### config.mk
export PLATFORM = sky130hd
export DESIGN_NAME = control_fsm
export DESIGN_NICKNAME = d
export VERILOG_FILES = /design/src/rtl/proc_pkg.sv /design/src/rtl/op_decoder.sv /design/src/rtl/control_fsm.sv
export SDC_FILE = /design/constraint.sdc
export NUM_CORES = 1
export LEC_CHECK = 0
export BUFFER_PORTS_ARGS = -buffer_cell sky130_fd_sc_hd__clkbuf_2
export CAP_MARGIN = 20
export CORE_ASPECT_RATIO = 1.5
export CORE_UTILIZATION = 35
export CTS_BUF_LIST = sky130_fd_sc_hd__clkbuf_8 sky130_fd_sc_hd__clkbuf_16
export DETAILED_ROUTE_END_ITERATION = 8
export GPL_TIMING_DRIVEN = 1
export PLACE_DENSITY = 0.64
export SKIP_CTS_REPAIR_TIMING = 1
export SLEW_MARGIN = 10
export SYNTH_ARGS = -nofsm -noshare
export SYNTH_HDL_FRONTEND = slang
export SYNTH_SLANG_ARGS = --single-unit
### constraint.sdc
create_clock -name clk -period 1.8 [get_ports clk]
set_clock_uncertainty 0.2 [all_clocks]
set_input_delay 0.27 -clock clk [delete_from_list [all_inputs] [get_ports clk]]
set_output_delay 0.27 -clock clk [all_outputs]
set_load 0.02 [all_outputs]
### src/rtl/proc_pkg.sv
// Shared opcode map, FSM state encoding and widths for the fetch/decode/sequencing controller.
package proc_pkg;
  localparam int PC_W    = 8;
  localparam int INSTR_W = 16;

  localparam logic [3:0] OP_ADD  = 4'd0;
  localparam logic [3:0] OP_SLL  = 4'd1;
  localparam logic [3:0] OP_SRL  = 4'd2;
  localparam logic [3:0] OP_SUB  = 4'd3;
  localparam logic [3:0] OP_AND  = 4'd4;
  localparam logic [3:0] OP_OR   = 4'd5;
  localparam logic [3:0] OP_LI   = 4'd6;
  localparam logic [3:0] OP_LW   = 4'd7;
  localparam logic [3:0] OP_SW   = 4'd8;
  localparam logic [3:0] OP_ADDI = 4'd9;
  localparam logic [3:0] OP_BEQZ = 4'd10;
  localparam logic [3:0] OP_BEQ  = 4'd11;
  localparam logic [3:0] OP_J    = 4'd12;
  localparam logic [3:0] OP_HALT = 4'd15;

  typedef enum logic [2:0] {
    ST_FETCH  = 3'd0,
    ST_DECODE = 3'd1,
    ST_EXEC   = 3'd2,
    ST_MEM    = 3'd3,
    ST_UPDATE = 3'd4,
    ST_HALT   = 3'd5
  } state_t;

  // Which strobe (if any) an opcode fires in EXEC/MEM.
  typedef enum logic [2:0] {
    CLS_NONE  = 3'd0,
    CLS_REGW  = 3'd1,
    CLS_LOAD  = 3'd2,
    CLS_STORE = 3'd3,
    CLS_HALT  = 3'd4
  } strobe_cls_t;

  typedef struct packed {
    logic regdest;
    logic alusrc;
    logic memtoreg;
    logic branch;
    logic jump;
  } levels_t;
endpackage

### src/rtl/op_decoder.sv
// Combinational opcode decode: datapath levels, strobe class and illegal flag.
// Zero latency; no flow control.
module op_decoder
  import proc_pkg::*;
(
  input  logic [3:0]  opcode,
  output levels_t     levels,
  output strobe_cls_t cls,
  output logic        illegal
);
  always_comb begin
    levels  = '0;
    cls     = CLS_NONE;
    illegal = 1'b0;
    case (opcode)
      OP_ADD, OP_SLL, OP_SRL, OP_SUB, OP_AND, OP_OR: begin
        levels.regdest = 1'b1;
        cls            = CLS_REGW;
      end
      OP_LI, OP_ADDI: begin
        levels.alusrc = 1'b1;
        cls           = CLS_REGW;
      end
      OP_LW: begin
        levels.alusrc   = 1'b1;
        levels.memtoreg = 1'b1;
        cls             = CLS_LOAD;
      end
      OP_SW: begin
        levels.alusrc = 1'b1;
        cls           = CLS_STORE;
      end
      OP_BEQZ, OP_BEQ: levels.branch = 1'b1;
      OP_J:            levels.jump   = 1'b1;
      OP_HALT:         cls = CLS_HALT;
      default:         illegal = 1'b1;
    endcase
  end
endmodule

### src/rtl/control_fsm.sv
// Fetch/decode/sequencing controller: 4 cycles per instruction, 5 for lw/sw, plus fetch wait.
// Fetch stalls in FETCH with imem_req held until imem_valid; HALT is left only by reset.
module control_fsm #(
  parameter int              PC_W     = proc_pkg::PC_W,
  parameter int              INSTR_W  = proc_pkg::INSTR_W,
  parameter logic [PC_W-1:0] RESET_PC = '0,
  parameter int              CNT_W    = 16
) (
  input  logic               clk,
  input  logic               reset,
  input  logic [INSTR_W-1:0] imem_rdata,
  input  logic               imem_valid,
  input  logic               jump_signal,
  input  logic [INSTR_W-1:0] dp_out,
  output logic               imem_req,
  output logic [PC_W-1:0]    PC,
  output logic [INSTR_W-1:0] instruct_reg,
  output logic               regdest,
  output logic               alusrc,
  output logic               memtoreg,
  output logic               branch,
  output logic               jump,
  output logic               regwrite,
  output logic               memread,
  output logic               memwrite,
  output logic               halted,
  output logic               illegal_op,
  output logic [CNT_W-1:0]   retired_count
);
  import proc_pkg::*;

  localparam logic [PC_W-1:0]  PC_ONE  = 1;
  localparam logic [CNT_W-1:0] CNT_ONE = 1;

  state_t      state_q, state_d;
  levels_t     lvl_q, dec_lvl;
  strobe_cls_t dec_cls;
  logic        dec_illegal;
  logic        redirect;
  logic        dp_unused;

  assign dp_unused = ^dp_out[INSTR_W-1:PC_W];

  op_decoder u_dec (
    .opcode  (instruct_reg[3:0]),
    .levels  (dec_lvl),
    .cls     (dec_cls),
    .illegal (dec_illegal)
  );

  // Only branch/jump ops may redirect; jump_signal can be stale otherwise.
  assign redirect = jump_signal && (lvl_q.branch || lvl_q.jump);

  always_ff @(posedge clk) begin
    if (!reset) begin
      state_q       <= ST_FETCH;
      PC            <= RESET_PC;
      instruct_reg  <= '0;
      retired_count <= '0;
      lvl_q         <= '0;
    end else begin
      state_q <= state_d;
      case (state_q)
        ST_FETCH:  if (imem_valid) instruct_reg <= imem_rdata;
        ST_DECODE: lvl_q <= dec_lvl;
        ST_EXEC:   if (dec_cls == CLS_HALT) retired_count <= retired_count + CNT_ONE;
        ST_UPDATE: begin
          lvl_q         <= '0;
          retired_count <= retired_count + CNT_ONE;
          PC            <= redirect ? dp_out[PC_W-1:0] : PC + PC_ONE;
        end
        default: ;
      endcase
    end
  end

  always_comb begin
    state_d    = state_q;
    imem_req   = 1'b0;
    regwrite   = 1'b0;
    memread    = 1'b0;
    memwrite   = 1'b0;
    halted     = 1'b0;
    illegal_op = 1'b0;
    case (state_q)
      ST_FETCH: begin
        imem_req = reset;
        if (imem_valid) state_d = ST_DECODE;
      end
      ST_DECODE: state_d = ST_EXEC;
      ST_EXEC: begin
        regwrite   = (dec_cls == CLS_REGW);
        memread    = (dec_cls == CLS_LOAD);
        memwrite   = (dec_cls == CLS_STORE);
        illegal_op = dec_illegal;
        case (dec_cls)
          CLS_LOAD, CLS_STORE: state_d = ST_MEM;
          CLS_HALT:            state_d = ST_HALT;
          default:             state_d = ST_UPDATE;
        endcase
      end
      ST_MEM: begin
        // Load data arrives one cycle after the address; keep the read up.
        memread = (dec_cls == CLS_LOAD);
        state_d = ST_UPDATE;
      end
      ST_UPDATE: state_d = ST_FETCH;
      ST_HALT:   halted  = 1'b1;
      default:   state_d = ST_FETCH;
    endcase
  end

  assign regdest  = lvl_q.regdest;
  assign alusrc   = lvl_q.alusrc;
  assign memtoreg = lvl_q.memtoreg;
  assign branch   = lvl_q.branch;
  assign jump     = lvl_q.jump;
endmodule

==> out/results.txt <==
Final number of max-transition violations: 0
Asr flop ratio synth: 0
Starting density of the core: 0.3617
Nets: 450
RePlAce Congestion: 0.8243
Worst Reg2Reg Path Length in Cells: 6
Maximum clock insertion buffer count: 2
Hold Vio Cnt, Final: 4
Total clock sinks: 48
Yosys cell types: 48
Post-Syn Nets: 335
Multiplexer share of the synthesized area: 0.01396
Share of cells above drive strength 1: 0.3729
WS Path Type: flop to output port
Hold WC Path Type: input port to flop
# rows: 36
Largest family of logic cells by synthesized area: simple AND/OR/NAND/NOR gates
GRT Total Usage: 0.1749
Critical Path Source: instruct_reg[0]$_SDFFE_PN0P_
Worst Max-Slew Pin Slew: 0.3428 ns
Tmin final: 1.886 ns
YS warnings: 0
Compound-Gate Fraction of Synth Area: 0.2186
IO Port Bufs: 78
Status: finished, violations left
Cell count along the critical path: 3
Die W: 68.62 um
Share of the synthesized area in the top cell type: 0.4125
Predominant post-synthesis flop cell: dfxtp_1
Pwr dens: 648.2 nW/um2
Crit-path max FO: 3
Final period util: 1.048
RSZ-0062 raised after global routing: true
Post-Synth XOR/XNOR Area: 0.007519
CP max stage delay: 0.56 ns
Core Footprint: 6441 um2
Synth Instances: 297
Root buffer cell: clkbuf_8
Antenna violations before repair: 0
Clk_lat worst skew: 0.30 ns
CTS tree: yes
Vias in the first global route: 2191
Max Cap Viol: 0
Crit path max-delay family: simple AND/OR/NAND/NOR gates
First-pass DRT Iterations: 4
First-pass GRT wire length: 9480 um
Total CTS buffers: 5
Critical Path RT: 1.33 ns
Critical path's slowest cell: or4b_4
Critical Path End Type: output port
Top cells by count, synth: dfxtp_1, nand2_1, a21oi_1
Finish-stage setup viols: 4
Clock transition at path regs: 0.09 ns
Slew headroom: 0.7715
Total Wirelength: 6523 um
Antenna Cells: 0
Leakage power figure: 1.442 nW
Failing checks: hold timing, setup timing
Final Power: 2.225 mW
Synth Area in Simple Gates: 0.2873
Post-DP HPWL: 4392 um
Yosys top cell by area: dfxtp_1
Cell area after synthesis: 2330 um2
Routed vias: 2561
Avg WL per Cell: 13.34 um
Synth area leaders: dfxtp_1, a21oi_1, nand2_1
Sequential-to-total area share from yosys stat: 0.4125
Critical path buffer and inverter count: 1
Reg2Reg Setup Slack: 0.02 ns
Synth Area per Inst: 7.844 um2
Seq cells post-synth: 48
Post-synth EDFFs: 0
Vias per cell: 5.237
Ports: 87
Post-synthesis adder-cell area fraction: 0.01074
Initial DRC count: 82
Full die area: 6994 um2
H-Tree Depth: 2
Layout area overhead: 47.37%
Placed cell area: 2978 um2
R2R Path End: retired_count[8]$_SDFFE_PN0P_
Setup ws final: -0.08554 ns
Fmax: 530.4 MHz
Startpoint types: flop
Arrival @ worst endpoint: 1.42 ns
CP Capture Point: memwrite
Worst vdd rail ir drop: 0.4742 mV
Largest net degree at the start of global routing: 43
Worst R2R Start: state_q[1]$_SDFFE_PN0P_
Antenna Violating Nets Remaining: 0
Critical path cell sequence: or4b_4 -> nor2_4 -> buf_6
Hold Slack: -0.02020 ns
Die height: 101.9 um
Remaining global-route overflow: 0
DRC: 0
Final instance area: 3433 um2
[cell type report]
| type | count | area [um2] |
|---|---|---|
| clock buffer | 6 | 82.58 |
| clock inverter | 2 | 7.507 |
| fill | 636 | 3008 |
| inverter | 5 | 18.77 |
| multi-input combinational | 224 | 1373 |
| sequential | 48 | 978.4 |
| tap | 76 | 95.09 |
| timing repair buffer | 128 | 878.3 |
[routing by layer]
layer  global-route usage  up-vias  routed length (um)
met2               0.3054       54                3444
met3              0.03125       12                 214
met4              0.07853        0                 150
met5                    0        -                   0
met1               0.2010     1195                2714
li1                     -     1300                   -
[cell usage in the layout, fill, tap and decap left out, types with 11 or more instances in the layout]
master and count:
nand2_1 46, nor2_1 14, buf_6 12, dlygate4sd3_1 12, clkbuf_2 73, nand3_1 11
a21oi_1 39, o21ai_1 15, dfxtp_1 40, buf_4 29
[worst min-delay path: stages]
cell      delay (ns)
clkbuf_2        0.08
nand2_1         0.04
a21oi_1         0.05
[per-stage QoR]
step	setup WS, ns	util	hold WS, ns	std cells	setup TNS (ns)
3_5_place_dp	0.03811	0.4623	0.2458	460	0
5_1_grt	-0.1367	0.5330	-0.003348	489	-0.6337
3_3_place_gp	0.05792	0.4623	0.2421	460	0
6_report	-0.08554	0.5330	-0.02020	489	-0.1756
2_1_floorplan	-0.03863	-	0.1917	297	-0.03863
4_1_cts	-0.1706	0.4763	-0.02437	468	-0.6833
[worst min path at each step]
stage / startpoint / endpoint / slack [ns] / cells after the start
CTS: imem_rdata[15] / instruct_reg[15]$_SDFFE_PN0P_ / -0.02 / 3
global route: imem_rdata[1] / instruct_reg[1]$_SDFFE_PN0P_ / -0.003 / 3
detailed placement: instruct_reg[5]$_SDFFE_PN0P_ / instruct_reg[5]$_SDFFE_PN0P_ / 0.25 / 2
floorplan: reset / state_q[2]$_SDFFE_PN0P_ / 0.19 / 1
finish: imem_rdata[0] / instruct_reg[0]$_SDFFE_PN0P_ / -0.02 / 3
global placement: instruct_reg[5]$_SDFFE_PN0P_ / instruct_reg[5]$_SDFFE_PN0P_ / 0.24 / 2
[cell families after synthesis]
family	after synthesis
muxes	3
adders and majority gates	2
DFF	48
AOI/OAI and AO/OA	87
buffers and inverters	26
and+or+nand+nor	129
xor gates and xnor gates	2
[report_power, final]
part	switching, mW	internal [mW]
Clock	0.362	0.303
Sequential	0.0319	1.10
Combinational	0.233	0.195
Power figures use the tool's default switching activity.
